<file path="src/rtl/id_ex_stage_if.sv">
// Decode-to-execute handshake bundle: ID operands in, registered EX copies,
// flush / back-pressure / write-back controls and stall/bubble status out.
interface id_ex_stage_if #(
    parameter int CTRL_W = 16
);
    logic              id_valid;
    logic [31:0]       id_pc;
    logic [4:0]        id_rs1;
    logic [4:0]        id_rs2;
    logic [4:0]        id_rd;
    logic              id_uses_rs1;
    logic              id_uses_rs2;
    logic [31:0]       id_rd1;
    logic [31:0]       id_rd2;
    logic [31:0]       id_imm;
    logic [CTRL_W-1:0] id_ctrl;

    logic              flush;
    logic              ex_ready;

    logic              wb_wr;
    logic [4:0]        wb_rd;
    logic [31:0]       wb_wd;

    logic              ex_valid;
    logic [31:0]       ex_pc;
    logic [4:0]        ex_rs1;
    logic [4:0]        ex_rs2;
    logic [4:0]        ex_rd;
    logic [31:0]       ex_rd1;
    logic [31:0]       ex_rd2;
    logic [31:0]       ex_imm;
    logic [CTRL_W-1:0] ex_ctrl;

    logic              stall_if_id;
    logic [31:0]       bubble_cnt;

    // master: upstream decode / EX / write-back side; slave: the pipeline register
    modport master (
        output id_valid, id_pc, id_rs1, id_rs2, id_rd, id_uses_rs1, id_uses_rs2,
               id_rd1, id_rd2, id_imm, id_ctrl, flush, ex_ready, wb_wr, wb_rd, wb_wd,
        input  ex_valid, ex_pc, ex_rs1, ex_rs2, ex_rd, ex_rd1, ex_rd2, ex_imm, ex_ctrl,
               stall_if_id, bubble_cnt
    );

    modport slave (
        input  id_valid, id_pc, id_rs1, id_rs2, id_rd, id_uses_rs1, id_uses_rs2,
               id_rd1, id_rd2, id_imm, id_ctrl, flush, ex_ready, wb_wr, wb_rd, wb_wd,
        output ex_valid, ex_pc, ex_rs1, ex_rs2, ex_rd, ex_rd1, ex_rd2, ex_imm, ex_ctrl,
               stall_if_id, bubble_cnt
    );
endinterface

</file>
<file path="src/rtl/id_ex_stage.sv">
// ID/EX pipeline register with load-use bubble insertion, flush and EX back-pressure.
// Optional write-back bypass into captured/held operands: ID_EX_WB_BYPASS_EN.
module id_ex_stage #(
    parameter int CTRL_W = 16
) (
    input  logic          clk,
    input  logic          rstn,
    id_ex_stage_if.slave  bus
);
    logic        hazard;
    logic        rs1_match;
    logic        rs2_match;
    logic [31:0] cap_rd1;
    logic [31:0] cap_rd2;
    logic [31:0] hold_rd1;
    logic [31:0] hold_rd2;

    assign rs1_match = bus.id_uses_rs1 && (bus.id_rs1 == bus.ex_rd);
    assign rs2_match = bus.id_uses_rs2 && (bus.id_rs2 == bus.ex_rd);

    assign hazard = bus.ex_valid && bus.ex_ctrl[1] && (bus.ex_rd != 5'd0) &&
                    bus.id_valid && (rs1_match || rs2_match);

    // Reset gating keeps the stall request quiet while the stage is held in reset.
    assign bus.stall_if_id = rstn && (hazard || !bus.ex_ready) && !bus.flush;

`ifdef ID_EX_WB_BYPASS_EN
    logic wb_hit;
    assign wb_hit = bus.wb_wr && (bus.wb_rd != 5'd0);

    always_comb begin
        cap_rd1  = bus.id_rd1;
        cap_rd2  = bus.id_rd2;
        hold_rd1 = bus.ex_rd1;
        hold_rd2 = bus.ex_rd2;
        if (wb_hit && (bus.wb_rd == bus.id_rs1)) cap_rd1  = bus.wb_wd;
        if (wb_hit && (bus.wb_rd == bus.id_rs2)) cap_rd2  = bus.wb_wd;
        if (wb_hit && (bus.wb_rd == bus.ex_rs1)) hold_rd1 = bus.wb_wd;
        if (wb_hit && (bus.wb_rd == bus.ex_rs2)) hold_rd2 = bus.wb_wd;
    end
`else
    logic unused_wb;
    assign unused_wb = ^{bus.wb_wr, bus.wb_rd, bus.wb_wd};

    always_comb begin
        cap_rd1  = bus.id_rd1;
        cap_rd2  = bus.id_rd2;
        hold_rd1 = bus.ex_rd1;
        hold_rd2 = bus.ex_rd2;
    end
`endif

    always_ff @(posedge clk or negedge rstn) begin
        if (!rstn) begin
            bus.ex_valid   <= 1'b0;
            bus.ex_pc      <= '0;
            bus.ex_rs1     <= '0;
            bus.ex_rs2     <= '0;
            bus.ex_rd      <= '0;
            bus.ex_rd1     <= '0;
            bus.ex_rd2     <= '0;
            bus.ex_imm     <= '0;
            bus.ex_ctrl    <= '0;
            bus.bubble_cnt <= '0;
        end else if (bus.flush) begin
            // Killed slot: fields follow ID but control is cleared with the valid bit.
            bus.ex_valid <= 1'b0;
            bus.ex_pc    <= bus.id_pc;
            bus.ex_rs1   <= bus.id_rs1;
            bus.ex_rs2   <= bus.id_rs2;
            bus.ex_rd    <= bus.id_rd;
            bus.ex_rd1   <= cap_rd1;
            bus.ex_rd2   <= cap_rd2;
            bus.ex_imm   <= bus.id_imm;
            bus.ex_ctrl  <= '0;
        end else if (!bus.ex_ready) begin
            bus.ex_rd1 <= hold_rd1;
            bus.ex_rd2 <= hold_rd2;
        end else if (hazard) begin
            bus.ex_valid <= 1'b0;
            bus.ex_ctrl  <= '0;
            if (bus.bubble_cnt != 32'hFFFF_FFFF)
                bus.bubble_cnt <= bus.bubble_cnt + 32'd1;
        end else begin
            bus.ex_valid <= bus.id_valid;
            bus.ex_pc    <= bus.id_pc;
            bus.ex_rs1   <= bus.id_rs1;
            bus.ex_rs2   <= bus.id_rs2;
            bus.ex_rd    <= bus.id_rd;
            bus.ex_rd1   <= cap_rd1;
            bus.ex_rd2   <= cap_rd2;
            bus.ex_imm   <= bus.id_imm;
            bus.ex_ctrl  <= bus.id_valid ? bus.id_ctrl : '0;
        end
    end
endmodule

</file>
<file path="src/flat_wrapper.sv">
// flat-port wrapper written by rule: the top's interface ports become plain ports
module id_ex_stage_flat 
#(
    parameter int CTRL_W = 16
)
  (clk, rstn, bus_id_valid, bus_id_pc, bus_id_rs1, bus_id_rs2, bus_id_rd, bus_id_uses_rs1, bus_id_uses_rs2, bus_id_rd1, bus_id_rd2, bus_id_imm, bus_id_ctrl, bus_flush, bus_ex_ready, bus_wb_wr, bus_wb_rd, bus_wb_wd, bus_ex_valid, bus_ex_pc, bus_ex_rs1, bus_ex_rs2, bus_ex_rd, bus_ex_rd1, bus_ex_rd2, bus_ex_imm, bus_ex_ctrl, bus_stall_if_id, bus_bubble_cnt);
  id_ex_stage_if #(.CTRL_W(CTRL_W)) bus_i ();
  input  logic clk;
  input  logic rstn;
  input wire logic [$bits(bus_i.id_valid)-1:0] bus_id_valid;
  input wire logic [$bits(bus_i.id_pc)-1:0] bus_id_pc;
  input wire logic [$bits(bus_i.id_rs1)-1:0] bus_id_rs1;
  input wire logic [$bits(bus_i.id_rs2)-1:0] bus_id_rs2;
  input wire logic [$bits(bus_i.id_rd)-1:0] bus_id_rd;
  input wire logic [$bits(bus_i.id_uses_rs1)-1:0] bus_id_uses_rs1;
  input wire logic [$bits(bus_i.id_uses_rs2)-1:0] bus_id_uses_rs2;
  input wire logic [$bits(bus_i.id_rd1)-1:0] bus_id_rd1;
  input wire logic [$bits(bus_i.id_rd2)-1:0] bus_id_rd2;
  input wire logic [$bits(bus_i.id_imm)-1:0] bus_id_imm;
  input wire logic [$bits(bus_i.id_ctrl)-1:0] bus_id_ctrl;
  input wire logic [$bits(bus_i.flush)-1:0] bus_flush;
  input wire logic [$bits(bus_i.ex_ready)-1:0] bus_ex_ready;
  input wire logic [$bits(bus_i.wb_wr)-1:0] bus_wb_wr;
  input wire logic [$bits(bus_i.wb_rd)-1:0] bus_wb_rd;
  input wire logic [$bits(bus_i.wb_wd)-1:0] bus_wb_wd;
  output wire logic [$bits(bus_i.ex_valid)-1:0] bus_ex_valid;
  output wire logic [$bits(bus_i.ex_pc)-1:0] bus_ex_pc;
  output wire logic [$bits(bus_i.ex_rs1)-1:0] bus_ex_rs1;
  output wire logic [$bits(bus_i.ex_rs2)-1:0] bus_ex_rs2;
  output wire logic [$bits(bus_i.ex_rd)-1:0] bus_ex_rd;
  output wire logic [$bits(bus_i.ex_rd1)-1:0] bus_ex_rd1;
  output wire logic [$bits(bus_i.ex_rd2)-1:0] bus_ex_rd2;
  output wire logic [$bits(bus_i.ex_imm)-1:0] bus_ex_imm;
  output wire logic [$bits(bus_i.ex_ctrl)-1:0] bus_ex_ctrl;
  output wire logic [$bits(bus_i.stall_if_id)-1:0] bus_stall_if_id;
  output wire logic [$bits(bus_i.bubble_cnt)-1:0] bus_bubble_cnt;
  assign bus_i.id_valid = bus_id_valid;
  assign bus_i.id_pc = bus_id_pc;
  assign bus_i.id_rs1 = bus_id_rs1;
  assign bus_i.id_rs2 = bus_id_rs2;
  assign bus_i.id_rd = bus_id_rd;
  assign bus_i.id_uses_rs1 = bus_id_uses_rs1;
  assign bus_i.id_uses_rs2 = bus_id_uses_rs2;
  assign bus_i.id_rd1 = bus_id_rd1;
  assign bus_i.id_rd2 = bus_id_rd2;
  assign bus_i.id_imm = bus_id_imm;
  assign bus_i.id_ctrl = bus_id_ctrl;
  assign bus_i.flush = bus_flush;
  assign bus_i.ex_ready = bus_ex_ready;
  assign bus_i.wb_wr = bus_wb_wr;
  assign bus_i.wb_rd = bus_wb_rd;
  assign bus_i.wb_wd = bus_wb_wd;
  assign bus_ex_valid = bus_i.ex_valid;
  assign bus_ex_pc = bus_i.ex_pc;
  assign bus_ex_rs1 = bus_i.ex_rs1;
  assign bus_ex_rs2 = bus_i.ex_rs2;
  assign bus_ex_rd = bus_i.ex_rd;
  assign bus_ex_rd1 = bus_i.ex_rd1;
  assign bus_ex_rd2 = bus_i.ex_rd2;
  assign bus_ex_imm = bus_i.ex_imm;
  assign bus_ex_ctrl = bus_i.ex_ctrl;
  assign bus_stall_if_id = bus_i.stall_if_id;
  assign bus_bubble_cnt = bus_i.bubble_cnt;
  id_ex_stage #(.CTRL_W(CTRL_W)) u_core (.clk(clk), .rstn(rstn), .bus(bus_i));
endmodule
</file>
<file path="config.mk">
export PLATFORM = sky130hd
export DESIGN_NAME = id_ex_stage_flat
export DESIGN_NICKNAME = d
export VERILOG_FILES = /design/src/rtl/id_ex_stage_if.sv /design/src/rtl/id_ex_stage.sv /design/src/flat_wrapper.sv
export SDC_FILE = /design/constraint.sdc
export NUM_CORES = 1
export LEC_CHECK = 0
export CAP_MARGIN = 20
export CORE_AREA = 5 5 150 152
export CTS_CLUSTER_SIZE = 16
export DETAILED_ROUTE_END_ITERATION = 8
export DIE_AREA = 0 0 155 157
export GPL_TIMING_DRIVEN = 0
export PLACE_DENSITY = 0.76
export SLEW_MARGIN = 25
export SYNTH_ARGS = -nofsm -noshare
export SYNTH_HDL_FRONTEND = slang
export SYNTH_SLANG_ARGS = --single-unit
</file>
<file path="constraint.sdc">
create_clock -name clk -period 4.15 [get_ports clk]
set_input_delay 1.245 -clock clk [delete_from_list [all_inputs] [get_ports clk]]
set_output_delay 1.245 -clock clk [all_outputs]
set_load 0.005 [all_outputs]
</file>
==> metrics.md <==
| Metric | Value |
|---|---|
| RSZ-0062 raised after global routing | no |
| Synth warnings | 0 |
| Area grow syn2layout | 58.6% |
| H-tree levels | 4 |
| # Max-Cap Violations | 0 |
| Post-synth top area share | 61.6% |
| Initial Util | 37.3% |
| FF-to-FF setup slack | 1.67 ns |
| Clock buffer depth | 2 |
| DRC viols | 0 |
| Worst path top cell family by delay | buffers and inverters |
| Least-Margin Pin Slew | 0.538 ns |
| Power density over the cells | 354 nW/um2 |
| Grt met1 use | 23.0% |
| Area contributors post-synth | dfrtp_1 62%, mux2_2 12%, mux2_1 8.5% |
| Crit path buf inv count | 3 |
| Switch Pwr | 1.08 mW |
| Num CTS Buffers | 17 |
| Largest net degree at the start of global routing | 92 |
| Levels on crit path | 9 |
| Vias in the first global route | 6,357 |
| Routed Antenna Nets | 0 |
| CTS tree | done |
| Final Hold Vio Count | 0 |
| # fillers | 1,779 |
| Final Critical Period | 4.02 ns |
| Crit Path Category | input pin to primary output |
| Met3 GRT Util | 7.07% |
| Mapped Cells | 557 |
| Fin crit share | 96.9% |
| GP Congestion | 0.772 |
| CTS Sinks | 192 |
| Gr busiest metal | met2 |
| Initial antenna violation count | 0 |
| Unique masters post-synth | 33 |
| Crit path capture | bus_stall_if_id |
| Status | complete, no violations |
| Syn Nets | 762 |
| Maximum single-stage delay on the critical path | 0.31 ns |
| Total track usage | 19.2% |
| CP required | 2.90 ns |
| Commonest register cell after synthesis | dfrtp_1 |
| Achievable Freq | 249 MHz |
| Critical path's slowest cell | dlygate4sd2_1 |
| CORE AREA | 20,900 um2 |
| Pwr Total | 4.38 mW |
| Sequential share of power | 47.1% |
| Ordered list of cells on the worst path | dlygate4sd2_1 -> xnor2_1 -> nand4_1 -> o22ai_2 -> nand2_4 -> a21oi_4 -> buf_12 -> and2_1 -> clkdlybuf4s15_1 |
| Sum Neg Setup Slack | 0 ns |
| Clock Skews | 0.0122 ns |
| Initial DRC count | 228 |
| Grt met2 use | 32.3% |
| Full die area | 24,300 um2 |
| DRT Wirelength | 23.3 mm |
| Asr flop ratio synth | 100% |
| Number of synthesized register bits | 192 |
| Register area share after synthesis | 61.6% |
| Worst IR drop on VDD | 0.000253 V |
| Leakage | 5.12 nW |
| Clock root cell | clkbuf_16 |
| Hold Path Class | flip-flop to flip-flop |
| Most frequent cells after synthesis | 192 x dfrtp_1, 86 x mux2_2, 59 x mux2_1, 29 x nand4_1, 26 x xnor2_1 |
| HPWL Detailed | 18.1 mm |
| Clk Latency, worst-skew pair | 0.43 ns |
| Synthesized area | 7800 um2 |
| Sw frac | 24.6% |
| DR vias | 5,844 |
| Share of post-route cells with drive strength above 1 | 15.7% |
| Combinational share of power | 15.7% |
| Grt total ovfl | 0 |
| Ports | 397 |
| Clock network power share | 37.2% |
| CP startpoint kind | input pin |
| Clk pin slew, worst setup/hold paths | 0.06 ns |
| Most common cell in the netlist | dfrtp_1 |
| EDFF count, synth | 0 |
| Drt wl/cell | 19.1 um |
| Final setup violation count | 0 |
| Core Rows | 53 |
| Final-report max-slew violation count | 0 |
| Crit path DAT | 2.78 ns |
| IO buf count | 355 |
| WHS Path Cells | 1 |
| Crit. Startpoint | bus_id_rs2[2] |
| Crit path max fanout | 2 |
| First-pass GRT wire length | 36.3 mm |
| DIE WIDTH | 155 um |
| Reg-to-Reg Start | u_core.bus.ex_rd[1]$_DFFE_PN0P_ |
| Avg Cell Area, Syn | 14.0 um2 |
| Internal Power | 3.30 mW |
| Die Y | 157 um |
| Routed vias/inst | 4.78 |
| Final nets | 1,141 |
| Diode count | 0 |
| Synth area leader | dfrtp_1 |
| Drt first pass iters | 4 |
| Slew headroom | 64.1% |
| Worst R2R End | u_core.bus.ex_rd2[21]$_DFFE_PN0P_ |
| R2R cell count | 9 |
| CP endpoint kind | primary output |
## layout by cell type (no fill, tap or decap), types with 12 or more instances in the layout
cell             count
clkdlybuf4s50_1    343
dfrtp_1            192
mux2_2              86
mux2_1              59
nand4_1             29
xnor2_1             26
nand3_1             18
a21oi_1             17
nand2b_1            17
clkbuf_16           17
nor2_1              14
xor2_1              14
nand2_1             12
buf_2               12
## registers in the layout, indices dropped and copies added (netlist names), 5 cells and up
register / cells
u_core.bus.bubble_cnt: 32
u_core.bus.ex_imm: 32
u_core.bus.ex_pc: 32
u_core.bus.ex_rd1: 32
u_core.bus.ex_rd2: 32
u_core.bus.ex_ctrl: 16
u_core.bus.ex_rd: 5
u_core.bus.ex_rs1: 5
u_core.bus.ex_rs2: 5
## power groups by stage
stage                     clock, mW  sequential [mW]  combinational (mW)
after floorplan                   0             2.10               0.174
after global placement            0             2.10               0.684
after detailed placement          0             2.10               0.697
after CTS                      1.67             2.07               0.701
after global routing           1.75             2.08               0.738
final                          1.63             2.06               0.685
## logic make-up (layout without fill, tap and decap cells)
family | count (synthesis) | count (layout) | share of synthesized area, %
mux | 145 | 145 | 20.9
flops | 192 | 192 | 61.6
fa+ha+maj | 1 | 1 | 0.160
simple gates | 126 | 126 | 9.13
buf+inv | 33 | 424 | 2.21
xor+xnor | 40 | 40 | 4.49
compound gates | 20 | 20 | 1.44
## through the flow
stage               cells  instance area [um2]  setup WS, ns  hold WS [ns]  utilization, %
floorplan             557                 7800         0.290         0.477               -
global placement     1187                11700         -6.56         0.472            56.0
detailed placement   1189                11800         -1.35         0.480            56.3
CTS                  1223                12400        0.0788         0.496            59.2
global route         1223                12400        0.0337         0.509            59.2
finish               1223                12400         0.128         0.489            59.2
## worst min-delay path by stage
stage	from	to	slack, ns
after floorplan	u_core.bus.bubble_cnt[8]$_DFFE_PN0P_	u_core.bus.bubble_cnt[8]$_DFFE_PN0P_	0.48
after global placement	u_core.bus.ex_rd2[16]$_DFFE_PN0P_	u_core.bus.ex_rd2[16]$_DFFE_PN0P_	0.47
after detailed placement	u_core.bus.ex_imm[16]$_DFFE_PN0P_	u_core.bus.ex_imm[16]$_DFFE_PN0P_	0.48
after CTS	u_core.bus.ex_rd2[13]$_DFFE_PN0P_	u_core.bus.ex_rd2[13]$_DFFE_PN0P_	0.50
after global routing	u_core.bus.ex_rd2[23]$_DFFE_PN0P_	u_core.bus.ex_rd2[23]$_DFFE_PN0P_	0.51
final	u_core.bus.ex_rd2[13]$_DFFE_PN0P_	u_core.bus.ex_rd2[13]$_DFFE_PN0P_	0.49
## per-layer routing
layer	up-vias	share of wire (%)
met5	-	0
met4	0	1.8
met3	26	9.2
met2	241	49
met1	2858	40
li1	2719	-
## repair_timing
item | CTS | global route
resized for setup | 16 | 0
buffers inserted | 4 | 0
endpoints found under the setup margin | 1 | 0
hold buffers | 0 | 0
endpoints found under the hold margin | 0 | 0
## area by class of cell
class	instances	area [um2]	area share (%)
Sequential cell	192	4800	38.9
Timing Repair Buffer	361	3630	29.4
Multi-Input combinational cell	332	2830	22.9
Clock buffer	17	425	3.44
Tap cell	275	344	2.78
Buffer	29	163	1.32
Clock inverter	14	151	1.22
Inverter	3	11.3	0.0911
Note: power is estimated with default switching activity, not from simulation.
